`src/rtl/anti_droop_pkg.sv`:
```
// Shared types and widths for the anti-droop IIR sequencer.
// Latency: n/a (declarations only).
// Backpressure: n/a.
package anti_droop_pkg;

    localparam int WEIGHT_W      = 7;
    localparam int BACKOFF_CNT_W = 4;
    // Width of the shared phase down-counter; phase lengths must fit below 2**CNT_W.
    localparam int CNT_W         = 8;

    typedef enum logic [2:0] {
        IDLE    = 3'd0,
        CLEAR   = 3'd1,
        ARMED   = 3'd2,
        TRIG_HI = 3'd3,
        SETTLE  = 3'd4,
        BACKOFF = 3'd5
    } state_t;

endpackage

```
`src/rtl/anti_droop_weight_sat.sv`:
```
// Saturating step-toward-zero of a signed tap weight; never crosses zero.
// Latency: combinational.
// Backpressure: none.
// Ports: weight (current signed weight), weight_nxt (weight moved toward 0 by STEP).
// STEP is a magnitude and must be below 2**(WEIGHT_W+1).
module anti_droop_weight_sat
    import anti_droop_pkg::*;
#(
    parameter int STEP = 1
) (
    input  logic signed [WEIGHT_W-1:0] weight,
    output logic signed [WEIGHT_W-1:0] weight_nxt
);

    // Two guard bits so w - STEP / w + STEP cannot wrap before the clamp.
    localparam logic signed [WEIGHT_W+1:0] STEP_X = (WEIGHT_W+2)'(STEP);

    logic signed [WEIGHT_W+1:0] w_x;
    logic signed [WEIGHT_W+1:0] w_dec;
    logic signed [WEIGHT_W+1:0] w_inc;

    always_comb begin
        w_x        = {{2{weight[WEIGHT_W-1]}}, weight};
        w_dec      = w_x - STEP_X;
        w_inc      = w_x + STEP_X;
        weight_nxt = weight;
        if (weight[WEIGHT_W-1]) begin
            // negative: clamp at zero if the step overshoots upward
            weight_nxt = (!w_inc[WEIGHT_W+1] && (w_inc != '0)) ? '0 : w_inc[WEIGHT_W-1:0];
        end else if (weight != '0) begin
            // positive: clamp at zero if the step overshoots downward
            weight_nxt = w_dec[WEIGHT_W+1] ? '0 : w_dec[WEIGHT_W-1:0];
        end
    end

endmodule

```
`src/rtl/anti_droop_ctrl.sv`:
```
// Sequencer for the anti-droop IIR: clears accumulator, shapes triggers, applies weights, supervises overflow.
// Latency: all outputs registered; trig_req in ARMED at t gives iir_trig at t+1..t+TRIG_W.
// Backpressure: none; trig_req outside ARMED (or with enable low) is dropped and flagged on trig_drop.
// Ports: enable/trig_req/weight_wr/weight_in/iir_oflow in; iir_trig, iir_accClr_en, iir_oflowClr,
//        iir_tapWeight, weight_ack, busy, trig_drop, backoff_cnt out.
// Build option: ANTIDROOP_AUTOBACKOFF_EN adds the BACKOFF state (overflow reduces weight and re-clears).
module anti_droop_ctrl
    import anti_droop_pkg::*;
#(
    parameter int CLR_CYC      = 4,
    parameter int TRIG_W       = 2,
    parameter int SETTLE_CYC   = 4,
    parameter int BACKOFF_STEP = 1
) (
    input  logic                       clk,
    input  logic                       rst_n,
    input  logic                       enable,
    input  logic                       trig_req,
    input  logic                       weight_wr,
    input  logic signed [WEIGHT_W-1:0] weight_in,
    output logic                       weight_ack,
    input  logic                       iir_oflow,
    output logic                       iir_trig,
    output logic                       iir_accClr_en,
    output logic                       iir_oflowClr,
    output logic signed [WEIGHT_W-1:0] iir_tapWeight,
    output logic                       busy,
    output logic                       trig_drop,
    output logic [BACKOFF_CNT_W-1:0]   backoff_cnt
);

    // Counter is loaded with length-1 on phase entry and the phase ends when it reads 0.
    localparam logic [CNT_W-1:0] CLR_LOAD    = CNT_W'(CLR_CYC - 1);
    localparam logic [CNT_W-1:0] TRIG_LOAD   = CNT_W'(TRIG_W - 1);
    localparam logic [CNT_W-1:0] SETTLE_LOAD = CNT_W'(SETTLE_CYC - 1);

    state_t                     state_q, state_d;
    logic [CNT_W-1:0]           cnt_q, cnt_d;
    logic signed [WEIGHT_W-1:0] pend_q;
    logic                       pend_vld_q;
    logic                       apply;
    logic                       do_backoff;

    always_comb begin
        state_d = state_q;
        cnt_d   = cnt_q;
        apply   = 1'b0;
        if (!enable) begin
            state_d = IDLE;
        end else begin
            unique case (state_q)
                IDLE: begin
                    state_d = CLEAR;
                    cnt_d   = CLR_LOAD;
                end
                CLEAR: begin
                    if (cnt_q == '0) state_d = ARMED;
                    else             cnt_d   = cnt_q - 1'b1;
                end
                ARMED: begin
                    if (trig_req) begin
                        state_d = TRIG_HI;
                        cnt_d   = TRIG_LOAD;
                    end else if (pend_vld_q) begin
                        // a new weight always starts on a freshly cleared accumulator
                        apply   = 1'b1;
                        state_d = CLEAR;
                        cnt_d   = CLR_LOAD;
                    end
                end
                TRIG_HI: begin
                    if (cnt_q == '0) begin
                        state_d = SETTLE;
                        cnt_d   = SETTLE_LOAD;
                    end else begin
                        cnt_d = cnt_q - 1'b1;
                    end
                end
                SETTLE: begin
                    if (cnt_q == '0) begin
`ifdef ANTIDROOP_AUTOBACKOFF_EN
                        state_d = iir_oflow ? BACKOFF : ARMED;
`else
                        // overflow stays latched in the datapath for software
                        state_d = ARMED;
`endif
                    end else begin
                        cnt_d = cnt_q - 1'b1;
                    end
                end
`ifdef ANTIDROOP_AUTOBACKOFF_EN
                BACKOFF: begin
                    state_d = CLEAR;
                    cnt_d   = CLR_LOAD;
                end
`endif
                default: state_d = IDLE;
            endcase
        end
    end

`ifdef ANTIDROOP_AUTOBACKOFF_EN
    logic signed [WEIGHT_W-1:0] weight_bo;

    anti_droop_weight_sat #(
        .STEP (BACKOFF_STEP)
    ) u_weight_sat (
        .weight     (iir_tapWeight),
        .weight_nxt (weight_bo)
    );

    assign do_backoff = enable && (state_q == BACKOFF);

    always_ff @(posedge clk or negedge rst_n) begin
        if (!rst_n) begin
            backoff_cnt <= '0;
        end else if (do_backoff && (backoff_cnt != '1)) begin
            backoff_cnt <= backoff_cnt + 1'b1;
        end
    end
`else
    assign do_backoff  = 1'b0;
    assign backoff_cnt = '0;
`endif

    always_ff @(posedge clk or negedge rst_n) begin
        if (!rst_n) begin
            state_q       <= IDLE;
            cnt_q         <= '0;
            pend_q        <= '0;
            pend_vld_q    <= 1'b0;
            iir_tapWeight <= '0;
            weight_ack    <= 1'b0;
            iir_trig      <= 1'b0;
            iir_accClr_en <= 1'b0;
            iir_oflowClr  <= 1'b0;
            busy          <= 1'b0;
            trig_drop     <= 1'b0;
        end else begin
            state_q       <= state_d;
            cnt_q         <= cnt_d;
            // outputs are decoded from the next state so they line up with the state register
            iir_accClr_en <= (state_d == CLEAR);
            iir_oflowClr  <= (state_d == CLEAR);
            iir_trig      <= (state_d == TRIG_HI);
            busy          <= !((state_d == IDLE) || (state_d == ARMED));
            trig_drop     <= trig_req && !(enable && (state_q == ARMED));
            weight_ack    <= apply;

            // a write in the same cycle as an apply/discard becomes the next pending weight
            if (weight_wr) begin
                pend_q     <= weight_in;
                pend_vld_q <= 1'b1;
            end else if (apply || do_backoff) begin
                pend_vld_q <= 1'b0;
            end

            if (apply) begin
                iir_tapWeight <= pend_q;
            end
`ifdef ANTIDROOP_AUTOBACKOFF_EN
            else if (do_backoff) begin
                iir_tapWeight <= weight_bo;
            end
`endif
        end
    end

endmodule

```
`config.mk`:
```
export PLATFORM = sky130hd
export DESIGN_NAME = anti_droop_ctrl
export DESIGN_NICKNAME = d
export VERILOG_FILES = /design/src/rtl/anti_droop_pkg.sv /design/src/rtl/anti_droop_weight_sat.sv /design/src/rtl/anti_droop_ctrl.sv
export SDC_FILE = /design/constraint.sdc
export NUM_CORES = 1
export LEC_CHECK = 0
export ABC_CLOCK_PERIOD_IN_PS = 2800
export CAP_MARGIN = 25
export CORE_MARGIN = 1
export CORE_UTILIZATION = 54
export DETAILED_ROUTE_END_ITERATION = 10
export HOLD_SLACK_MARGIN = 0.02
export MAX_ROUTING_LAYER = met4
export PLACE_DENSITY = 0.83
export SLEW_MARGIN = 20
export SYNTH_ARGS = -nofsm -noshare
export SYNTH_HDL_FRONTEND = slang
export SYNTH_SLANG_ARGS = --single-unit
```
`constraint.sdc`:
```
create_clock -name clk -period 2.8 [get_ports clk]
set_input_delay 0.56 -clock clk [delete_from_list [all_inputs] [get_ports clk]]
set_output_delay 0.56 -clock clk [all_outputs]
set_load 0.1 [all_outputs]
```
# Yosys cells after proc, flatten, opt, wreduce, memory -nomap -nowiden
# Cells that the tools add are included.
# totals
regBits,31
n_memories,0
word_cells,49
ram_bits,0
latchBits,0
romBits,0
# classes
shifts,0
eq_ne,9
n_div,0
n_lt_le_gt_ge,0
n_mux,17
addsub,1
reduce_logical,12
n_mul,0
bitwise_logic,0
# ops
op,n
8-bit two-way mux,4
8-bit one-hot mux with 4 select lines,1
3-bit two-way mux,5
"3-bit by 2-bit equality test with 1-bit output, second input constant",4
3-bit one-hot mux with 4 select lines,1
8-bit zero test,1
"8-bit by 1-bit subtractor with 8-bit output, second input constant",1
"3-bit by 1-bit equality test with 1-bit output, second input constant",2
3-bit zero test,2
1-bit two-way mux,6
4-bit AND reduction,1
4-bit nonzero test,1
"3-bit equality test, second input constant",1
"3-bit inequality test, second input constant",1
1-bit logical AND,2
1-bit zero test,2
"2-bit inequality test, second input constant",1
2-bit nonzero test,1
2-bit OR reduction,1
1-bit logical OR,1

# Depth between registers and ports, before layout
# depth
word_depth,7
mapped_depth,7
depth_no_buf,7

# Worst setup path after synthesis
# OpenSTA, ideal clock, no wires.
# synth_path
path_kind,reg-to-reg
startpoint,reg cnt_q[3]
endpoint,reg cnt_q[0]
t_required_ps,2675
setup_time_ps,125
slack_ps,883
path_stages_with_launch,7
arrival_time_ps,1792
period_less_slack_ps,1917
cell_sequence,dfrtp_1 -> nor4_4 -> and3_1 -> buf_6 -> mux2i_4 -> nand2_2 -> mux2_2
# synth_between
elab_chain_cells,3
elab_cells_between_ends,5
classes_between,eq/ne (1); mux (2); reduce/logical (2)
# synth_rtl
element,line,rtl
start: declaration,anti_droop_ctrl.sv:38,"logic [CNT_W-1:0] cnt_q, cnt_d;"
start signal: assignment,anti_droop_ctrl.sv:141,cnt_q <= cnt_d;
8-bit zero test (*),"anti_droop_ctrl.sv:57, anti_droop_ctrl.sv:72, anti_droop_ctrl.sv:80",
8-bit two-way mux / 2-bit inequality test (equally long branches),-,
8-bit one-hot mux with 4 select lines / 4-bit AND reduction (equally long branches),-,
# Every way passes the cells marked *; elsewhere a longest branch is shown, timed or not.
# A chain may end at the register's enable or synchronous reset.

# Final worst setup path
# Same ends and word-level chain as after synthesis.

==> flow_metrics.py <==
metrics = {
    "outcome": {
        "outcome": "finished clean",
    },
    "placed_design": {
        "dpl.hpwl_microns": 1977,
        "gp_congestion": 0.8015,
        "dpl_cell_area_sq_um": 1700,
        "portBuffers": 24,
    },
    "floorplanning": {
        "die_h_microns": 54.69,
        "num_io_pins": 30,
        "die_width_microns": 54.69,
        "coreArea_sq_um": 2545,
        "start_util_pct": 58.90,
        "rows": 18,
        "dieArea_sq_um": 2990,
    },
    "synth": {
        "yosysSeqAreaShare_pct": 51.75,
        "synth_compound_area_share_pct": 11.02,
        "synth_top_family_by_area": "simple AND/OR/NAND/NOR gates",
        "ys_async_sr_fraction_pct": 100.0,
        "yosys.area_share.adder_pct": 1.669,
        "synth-seq-cells": 31,
        "ys_types": 46,
        "synth_warnings": 0,
        "synth_ff_type": "dfrtp_1",
        "synth_edf_count": 0,
        "syn-mean-instance-area_sq_um": 11.62,
        "synth.cell_area_sq_um": 1499,
        "synth_xor_xnor_area_share_pct": 0.5843,
        "postSynthCellCount": 129,
        "synthMuxAreaShare_pct": 14.44,
        "synthSimpleGateAreaFrac_pct": 14.61,
    },
    "drt": {
        "ant_nets": 0,
        "drt_iter0_drc": 23,
        "drcViolationCount": 0,
        "vias": 1043,
        "drt_wl_total_microns": 2720,
        "wl_per_cell_microns": 14.62,
        "viasPerCell": 5.608,
        "drtPass1Iterations": 4,
    },
    "clock_tree": {
        "cts_max_path_buffers": 2,
        "postCtsSetupRepairBufs": 0,
        "root_buffer": "clkbuf_4",
        "path_clk_slew_ns": 0.09,
        "numCtsBuffers": 5,
        "cts-resized-gates": 0,
        "clock-sinks": 31,
        "postCtsHoldBufs": 0,
        "clk_latency_ns": 0.33,
        "htreeDepth": 2,
        "cts_tree": "yes",
    },
    "sta": {
        "fin_crit_sh_pct": 80.95,
        "tightest_slew_ns": 0.5536,
        "finalHoldViolCount": 0,
        "finalMaxSlewViolations": 0,
        "fin_crit_ns": 2.267,
        "max_slew_margin_pct": 62.81,
        "fin_skew_ns": 0.006009,
        "clock.fmax_mhz": 441.2,
        "setup_tns_ns": 0,
        "whs_ns": 0.4939,
        "rsz0062_at_grt": "no",
        "setup_viol": 0,
    },
    "critical_path": {
        "slowest_delay_ns": 0.48,
        "critPathLaunchType": "flop",
        "cp_max_fo": 8,
        "endpoint_kind": "flop",
        "path_cells": "nor4_4, and3_1, mux2i_4, nand2_2, mux2_2",
        "r2r_cells": 5,
        "worstReg2RegStart": "cnt_q[3]",
        "slowest_stage": "dfrtp_1",
        "timing.rr.end": "cnt_q[0]",
        "cp_data_required_time_ns": 3.02,
        "rrSetupSlack_ns": 0.53,
        "critical_path_class": "reg2reg",
        "worstSetupStartpoint": "cnt_q[3]",
        "arrival_ns": 2.48,
    },
    "layout": {
        "area_growth_pct": 17.03,
        "fill_cells": 188,
        "diodes": 0,
        "stdcell_area_sq_um": 1754,
        "final_common_cell": "dfrtp_1",
        "final_nets": 170,
        "final_cell_mix": "dfrtp_1, buf_4, clkdlybuf4s50_1",
        "drive_above_1_share_pct": 23.08,
    },
    "global_routing": {
        "grt_overflow": 0,
        "grt_pass1_vias": 997,
        "grt_max_degree": 32,
        "grtUsageTotal_pct": 22.71,
        "grt_antenna_before_repair": 0,
        "grt_pass1_wl_microns": 4402,
    },
    "run": {
        "cap_violations": 0,
    },
    "power": {
        "seqPwrFrac_pct": 42.1,
        "pwr-share-comb_pct": 40.6,
        "switching_share_pct": 44.16,
        "power.density_nw_per_um2": 803.6,
        "p_switching_mw": 0.6225,
        "leakagePower_nw": 0.8219,
        "p_int_mw": 0.7871,
        "max-vdd-ir-drop_v": 0.0006756,
        "clkPwrFrac_pct": 17.3,
    },
    "min_path": {
        "hold_class": "reg2reg",
        "hold_path_end": "iir_tapWeight[1]",
        "min_from": "iir_tapWeight[1]",
        "min_delay_path_depth": 1,
    },
}
final cells by class:
| class | instances | area (sq um) | area share (%) |
|---|---|---|---|
| Clock inverter | 2 | 12.51 | 0.7133 |
| Multi-Input combinational cell | 86 | 649.4 | 37.02 |
| Timing Repair Buffer | 25 | 215.2 | 12.27 |
| Inverter | 6 | 22.52 | 1.284 |
| Sequential cell | 31 | 775.7 | 44.22 |
| Tap cell | 30 | 37.54 | 2.140 |
| Clock buffer | 6 | 41.29 | 2.354 |
critical path, delay by kind of cell (launching register included):
family | cells | cell delay (ns)
flops | 1 | 0.48
mux | 2 | 0.72
simple gates | 3 | 0.96
routing by layer:
metal,vias to the layer above,part of all wire [%],routed length [microns],GRT usage (%)
met5,-,0,0,-
met4,0,2.0,54,12.39
met3,4,5.6,152,8.333
met2,29,49,1333,33.73
met1,504,43,1180,26.42
li1,506,-,-,-
metrics by stage:
step | power, mW | std cells | utilization [%] | setup slack (ns)
floorplan | 1.055 | 132 | - | 0.8829
global placement | 1.151 | 178 | 66.81 | 0.4437
detailed placement | 1.174 | 178 | 66.81 | 0.4082
CTS | 1.418 | 186 | 68.93 | 0.5543
global route | 1.481 | 186 | 68.93 | 0.4128
finish | 1.410 | 186 | 68.93 | 0.5335
worst max-delay path by stage:
stage / slack (ns) / to / depth (start not counted)
3_5_place_dp: 0.41 / cnt_q[0] / 6
2_1_floorplan: 0.88 / cnt_q[0] / 6
3_3_place_gp: 0.44 / cnt_q[1] / 5
5_1_grt: 0.41 / cnt_q[0] / 5
6_report: 0.53 / cnt_q[0] / 5
4_1_cts: 0.55 / cnt_q[0] / 5
flip-flops by register name, indices dropped and copies added, names as in the netlist, 3 cells and up:
signal         flops
cnt_q              8
iir_tapWeight      7
pend_q             7
state_q            3
logic make-up after synthesis:
| kind of cell | count (synthesis) |
|---|---|
| xor gates and xnor gates | 1 |
| other | 1 |
| and+or+nand+nor | 36 |
| AOI/OAI and AO/OA | 25 |
| adders and majority gates | 2 |
| muxes | 18 |
| buffers and inverters | 15 |
| DFF | 31 |
synthesized netlist by cell type, types with 2 or more instances:
library cell	count	area (sq um)
dfrtp_1	31	775.7
mux2_2	8	90.09
mux2_1	7	78.83
nor2_1	7	26.28
inv_1	6	22.52
nand2_1	6	22.52
o21ai_0	6	30.03
buf_4	5	37.54
o21ai_1	4	20.02
a21oi_1	3	15.01
and3_1	3	18.77
nand2b_1	3	18.77
buf_2	2	10.01
ha_1	2	25.02
nand3_1	2	10.01
nor2b_1	2	12.51
nor3_1	2	10.01
nor4_1	2	12.51
power groups by stage:
stage / Sequential [mW] / Combinational [mW] / Clock, mW
after floorplan: 0.807 / 0.248 / 0
after global placement: 0.593 / 0.558 / 0
after detailed placement: 0.601 / 0.572 / 0
after CTS: 0.593 / 0.573 / 0.252
after global routing: 0.603 / 0.603 / 0.275
final: 0.594 / 0.572 / 0.244
Power figures use the tool's default switching activity.
